## src/rtl/mips_mem_arbiter.sv

```systemverilog
// mips_mem_arbiter: shares the single-port mips_memory between instruction fetch and load/store.
// Data has priority; a streak limit stops data traffic from starving a pending fetch.
module mips_mem_arbiter #(
    parameter int MAX_DATA_STREAK = 4
) (
    input  logic        clk,
    input  logic        reset_n,
    input  logic        active,
    input  logic        i_req,
    input  logic [31:0] i_addr,
    output logic        i_ready,
    output logic        i_rvalid,
    output logic [31:0] i_rdata,
    input  logic        d_req,
    input  logic        d_we,
    input  logic [3:0]  d_be,
    input  logic [31:0] d_addr,
    input  logic [31:0] d_wdata,
    output logic        d_ready,
    output logic        d_rvalid,
    output logic [31:0] d_rdata,
    output logic        d_done,
    output logic [31:0] mem_address,
    output logic        mem_wr_en,
    output logic        mem_read_en,
    output logic [3:0]  mem_byte_en,
    output logic [31:0] mem_data_in,
    input  logic [31:0] mem_data_out
);
    typedef enum logic [1:0] {IDLE, ACCESS, RESP} state_e;
    localparam logic [3:0] STREAK_MAX = 4'(MAX_DATA_STREAK);
    state_e      state_q;
    logic        cmd_owner_q, cmd_we_q;
    logic [3:0]  cmd_be_q, streak_q, streak_d;
    logic [31:0] cmd_addr_q, cmd_wdata_q, i_rdata_q, d_rdata_q;
    logic        wr_en_q, rd_en_q, i_rvalid_q, d_rvalid_q, d_done_q;
    logic        can_grant, gnt_d, gnt_i, store_d;
    assign can_grant = state_q == IDLE && active;
    assign gnt_d     = can_grant && d_req && !(i_req && streak_q == STREAK_MAX);
    assign gnt_i     = can_grant && i_req && !gnt_d;
    assign store_d   = gnt_d && d_we;
    assign streak_d  = gnt_d ? (i_req ? streak_q + 4'(streak_q != STREAK_MAX) : 4'd0)
                     : gnt_i ? 4'd0 : streak_q;
    assign i_ready     = gnt_i;
    assign d_ready     = gnt_d;
    assign i_rvalid    = i_rvalid_q;
    assign d_rvalid    = d_rvalid_q;
    assign d_done      = d_done_q;
    // Read data is steered straight from the memory register so it lands with rvalid.
    assign i_rdata     = i_rvalid_q ? mem_data_out : i_rdata_q;
    assign d_rdata     = d_rvalid_q ? mem_data_out : d_rdata_q;
    assign mem_address = cmd_addr_q;
    assign mem_byte_en = cmd_be_q;
    assign mem_data_in = cmd_wdata_q;
    assign mem_wr_en   = wr_en_q;
    assign mem_read_en = rd_en_q;
    always_ff @(posedge clk or negedge reset_n) begin
        if (!reset_n) begin
            state_q     <= IDLE;
            cmd_owner_q <= 1'b0;
            cmd_we_q    <= 1'b0;
            cmd_be_q    <= 4'd0;
            cmd_addr_q  <= 32'd0;
            cmd_wdata_q <= 32'd0;
            streak_q    <= 4'd0;
            wr_en_q     <= 1'b0;
            rd_en_q     <= 1'b0;
            i_rvalid_q  <= 1'b0;
            d_rvalid_q  <= 1'b0;
            d_done_q    <= 1'b0;
            i_rdata_q   <= 32'd0;
            d_rdata_q   <= 32'd0;
        end else begin
            streak_q   <= streak_d;
            wr_en_q    <= 1'b0;
            rd_en_q    <= 1'b0;
            i_rvalid_q <= 1'b0;
            d_rvalid_q <= 1'b0;
            d_done_q   <= 1'b0;
            case (state_q)
                IDLE: if (gnt_d || gnt_i) begin
                    state_q     <= ACCESS;
                    cmd_owner_q <= gnt_d;
                    cmd_we_q    <= store_d;
                    cmd_be_q    <= gnt_d ? d_be : 4'hf;
                    cmd_addr_q  <= gnt_d ? d_addr : i_addr;
                    cmd_wdata_q <= gnt_d ? d_wdata : cmd_wdata_q;
                    wr_en_q     <= store_d;
                    rd_en_q     <= !store_d;
                    d_done_q    <= store_d;
                end
                ACCESS: begin
                    state_q    <= cmd_we_q ? IDLE : RESP;
                    i_rvalid_q <= !cmd_owner_q && !cmd_we_q;
                    d_rvalid_q <= cmd_owner_q && !cmd_we_q;
                    d_done_q   <= cmd_owner_q && !cmd_we_q;
                end
                RESP: begin
                    state_q   <= IDLE;
                    i_rdata_q <= i_rvalid_q ? mem_data_out : i_rdata_q;
                    d_rdata_q <= d_rvalid_q ? mem_data_out : d_rdata_q;
                end
                default: state_q <= IDLE;
            endcase
        end
    end
endmodule

```

## config.mk

```make
export PLATFORM = sky130hd
export DESIGN_NAME = mips_mem_arbiter
export DESIGN_NICKNAME = d
export VERILOG_FILES = /design/src/rtl/mips_mem_arbiter.sv
export SDC_FILE = /design/constraint.sdc
export NUM_CORES = 1
export LEC_CHECK = 0
export ABC_AREA = 1
export BUFFER_PORTS_ARGS = -buffer_cell sky130_fd_sc_hd__buf_2
export CORE_MARGIN = 3
export CORE_UTILIZATION = 45
export CTS_CLUSTER_DIAMETER = 150
export DETAILED_ROUTE_END_ITERATION = 6
export MAX_ROUTING_LAYER = met4
export PLACE_DENSITY = 0.77
export SLEW_MARGIN = 20
export SYNTH_ARGS = -nofsm -noshare
export SYNTH_HDL_FRONTEND = slang
export SYNTH_SLANG_ARGS = --single-unit
```

## constraint.sdc

```tcl
create_clock -name clk -period 2.03 [get_ports clk]
set_input_delay 0.1015 -clock clk [delete_from_list [all_inputs] [get_ports clk]]
set_output_delay 0.1015 -clock clk [all_outputs]
set_load 0.01 [all_outputs]
```

* Yosys cells after proc, flatten, opt, wreduce, memory -nomap -nowiden *
Index checks and enable logic that the tools add are counted.

storage, ports and cells
  register bits = 145
  input port bits = 138
  output and inout bits = 139
  word-level logic and storage cells = 56

cells by class
  add/subtract/negate cells = 1
  equality and inequality tests = 5
  muxes and demuxes = 17
  reductions and logical operators = 19

operator list
  kind                                                   number
  two-way mux 32 bit                                     3
  two-way mux 4 bit                                      4
  logical AND 1 bit                                      9
  two-way mux 1 bit                                      6
  zero test 1 bit                                        5
  adder 4 x 1 -> 4 bit                                   1
  equality test 4 x 3 -> 1 bit, second input constant    1
  two-way mux 2 bit                                      2
  inequality test 4 x 3 -> 1 bit, second input constant  1
  one-hot mux 2 bit (2 select lines)                     1
  AND reduction 3 bit                                    1
  equality test 2 x 1 -> 1 bit, second input constant    1
  equality test 2 bit, second input constant             1
  zero test 2 bit                                        1
  inequality test 2 x 1 -> 1 bit, second input constant  1
  one-hot mux 1 bit (2 select lines)                     1
  AND reduction 2 bit                                    1
  nonzero test 2 bit                                     1
  logical OR 1 bit                                       1

* Longest topological paths before layout *
  word-level depth = 9
  depth in mapped cells = 9
  gate-level depth less buffers = 8

* Worst setup path after synthesis *
OpenSTA, ideal clock, no wires.

  path kind = reg-to-reg
  start = register streak_q[0]
  end = register cmd_wdata_q[10], in the netlist mem_data_in[10]
  setup time = 0.116 ns
  arrival = 1.313 ns
  data required time = 1.914 ns
  slack = 0.600 ns
  cell stages (with the launch flop) = 10
  buffers on the path = 2
  clock period less this slack = 1.430 ns
  cell sequence = dfrtp_1 -> inv_1 -> ha_1 -> nand4_2 -> inv_1 -> nor2_2 -> buf_4 -> buf_6 -> nand2_1 -> nand2_1

between the ends
  cells in the longest elaborated chain, start to end = 8

ends and longest elaborated chain
  item                                      line  text
  from (decl)                               34    logic [3:0] cmd_be_q, streak_q, streak_d;
  from (signal assigned)                    74    streak_q <= streak_d;
  equality test 4 x 3 -> 1 bit (*)          39    assign gnt_d = can_grant && d_req && !(i_req && streak_q == STREAK_MAX);
  logical AND 1 bit (*)                     39
  zero test 1 bit (*)                       39
  logical AND 1 bit (*)                     39
  zero test 1 bit                           40    assign gnt_i = can_grant && i_req && !gnt_d;
  logical AND 1 bit                         40
  logical OR 1 bit                          81    IDLE: if (gnt_d || gnt_i) begin
  AND reduction 3 bit (no source line) (*)  -
  to (signal assigned)                      87    cmd_wdata_q <= gnt_d ? d_wdata : cmd_wdata_q;
  to (decl)                                 35    logic [31:0] cmd_addr_q, cmd_wdata_q, i_rdata_q, d_rdata_q;

Every way passes the cells marked *; elsewhere a longest branch is shown, timed or not.
A chain may end at the register's enable or synchronous reset.

* Final worst setup path *
  start = register streak_q[1]
  end = output port i_ready

between the ends
  cells in the longest elaborated chain, start to end = 6

ends and longest elaborated chain
  item                          line  text
  equality test 4 x 3 -> 1 bit  39
  logical AND 1 bit             39
  zero test 1 bit               39
  logical AND 1 bit             39
  zero test 1 bit               40
  logical AND 1 bit             40
  to (decl)                     11    output logic i_ready,

No other way between the ends.

==> results.txt <==
Status: finished, final reports clean
Post-Synth XOR/XNOR Area: 0.00252
Synth Area in Adders: 0.00540
Maximum vdd ir drop: 635 µV
Initial DRC count: 657
Wire per inst: 15.2 µm
Worst slew margin: 0.626
Crit share post-route: 0.959
CP Data Arrival Time: 1.85 ns
Worst min path class: input pin to register
Syn_area_per_cell: 7.67 µm²
Setup slack after layout: 0.0831 ns
Initial antenna violation count: 1
Synth Register Bits: 145
Pwr dens: 1220 mW/mm²
CTS Sinks: 145
Critical path class: register to output port
Vert. Die Dim: 130 µm
Setup_tns: 0 ns
Min Tclk post-route: 1.95 ns
Netlist cell types: 20
Seq/Total Area, Yosys: 0.522
Worst slack at placement: 0.310 ns
Global-route wire length before repair: 34200 µm
Most common cell after layout, fill and taps aside: nand2_1
Mux share of post-synthesis cell area: 0
Synthesized area: 0.00695 mm²
CP cell instances: inv_1 > ha_2 > nand4_4 > inv_2 > nor2_4 > buf_12 > nor2_1 > buf_2
CP max-delay cell: dfrtp_1
Final GP Congestion: 0.818
Share of layout cells above drive strength 1: 0.272
GRT Residual Overflow: 0
Req. time, crit path: 1.93 ns
DR vias: 7359
Num CTS Buffers: 17
Total GRT Usage: 0.262
DRT Wirelength: 22000 µm
Final Cell Area: 0.0101 mm²
Die area: 0.0170 mm²
Maximum clock rate: 0.514 GHz
Synth Instances: 906
DP HPWL: 13000 µm
Simple logic cell fraction of the synthesized area: 0.251
Endpoints failing setup: 0
Syn-to-layout area delta: 44.6%
Nets: 1389
Synth Net Count: 1047
Die X: 130 µm
Clock slew at the register clock pins of the worst setup and hold paths: 0.06 ns
Endpoints failing hold: 0
Clk_lat worst skew: 0.42 ns
Pin count of the biggest net entering global routing: 63
Number of port buffers: 276
Critical Path Start Type: register
# rows: 44
H-tree levels: 4
Final Max Slew Viols: 0
I/O pin total: 277
Via density: 5.09
Maximum net fanout on the critical path: 20
Post-synthesis compound-gate area fraction: 0.100
Max-cap viol count: 0
Core ar.: 0.0148 mm²
Vias in the first global route: 6881
Initial core utilization: 0.469
CP Capture Type: output port
Synth warnings: 0
Commonest cells after routing, fill and taps aside: nand2_1, buf_2, inv_1, dfrtp_1, o21ai_0
DRC: 0
Placement Cell Area: 0.00853 mm²
Final design utilization: 0.679
Worst Skew: 0.0102 ns
Slowest stage delay, CP: 0.40 ns
CTS tree: built
DR pass1 iterations: 7
Clk buf depth: 2
Largest family of logic cells by synthesized area: simple AND/OR/NAND/NOR gates
Worst hold margin: 0.0179 ns
Slew of the pin with the lowest slew margin: 0.562 ns
ANT nets after route: 0
CTS Root Cell: clkbuf_16
Leak: 5.47 nW
## cells by family after synthesis
family	count (synthesis)
and+or+nand+nor	418
buffers and inverters	202
DFF	145
AOI/OAI and AO/OA	136
adders and majority gates	3
xor gates and xnor gates	2
## final timing paths
path / slack (ns) / end / start / depth (start not counted)
worst min register to register: 0.44 / i_rvalid / cmd_owner_q / 1
min in group asynchronous: 0.23 / d_rdata_q[6] / reset_n / 2
max in group asynchronous: 1.15 / mem_address[7] / reset_n / 3
worst max register to register: 0.18 / mem_byte_en[3] / state_q[0] / 7
worst max-delay path: 0.08 / i_ready / streak_q[1] / 8
worst min-delay path: 0.02 / mem_address[10] / i_addr[10] / 5
## cell usage after synthesis
library cell / number / area [µm²]
o21ai_1: 2 / 10.0
nand2_2: 2 / 12.5
nor2_2: 1 / 6.26
nor2_4: 2 / 22.5
nand3_2: 1 / 10.0
nand3_4: 1 / 17.5
ha_1: 3 / 37.5
clkbuf_1: 24 / 90.1
o22ai_2: 2 / 25.0
buf_4: 2 / 15.0
buf_6: 4 / 45.0
o21ai_0: 132 / 661
dfrtp_1: 145 / 3630
nand4_2: 1 / 12.5
nand3_1: 101 / 505
nand2_1: 303 / 1140
nor2_1: 6 / 22.5
xor2_1: 2 / 17.5
buf_2: 25 / 125
inv_1: 147 / 552
## routing by layer
metal,track usage,routed length [µm]
met1,0.320,8490
met2,0.406,10700
met3,0.0835,2120
met4,0.106,742
met5,-,0
## repair_timing
| action | CTS | global route |
|---|---|---|
| hold buffers | 82 | 0 |
| gates resized for setup | 2 | 6 |
| hold endpoints to repair | 127 | 0 |
| buffers inserted | 0 | 1 |
| setup endpoints to repair | 3 | 3 |
| gates cloned | 0 | 1 |
## registers in the layout (all words and copies together) (netlist names)
signal	flops
mem_wr_en	1
cmd_owner_q	1
state_q	2
d_rdata_q	32
streak_q	4
mem_address	32
d_rvalid	1
mem_data_in	32
cmd_we_q	1
d_done	1
i_rvalid	1
i_rdata_q	32
mem_read_en	1
mem_byte_en	4
## worst max-delay path, delay by kind of cell (launching register included)
kind	cells	cell delay [ns]
adder cells (fa/ha/maj)	1	0.22
buffers and inverters	4	0.49
flip-flops	1	0.40
AND/OR/NAND/NOR	3	0.30
## final cells by class
cell class	instances	area, µm²
multi-input cells	559	2520
well taps	184	230
fillers	1090	4750
clock buffers	19	453
repair buffers	378	2480
clock inverters	13	176
diodes	2	5.00
flip-flops and latches	145	3630
inverters	147	552
## per-stage QoR
step,power (mW),std cells
finish,12.3,1447
global route,13.1,1446
CTS,12.2,1443
detailed placement,8.70,1329
global placement,8.59,1329
floorplan,6.83,906
## where the power goes
group / internal (mW) / switching (mW) / total [mW] / leakage (nW)
registers: 3.94 / 0.508 / 4.45 / 1.84
clock network: 2.02 / 1.29 / 3.31 / 0.299
logic: 1.76 / 2.73 / 4.49 / 3.33
Power figures use the tool's default switching activity.
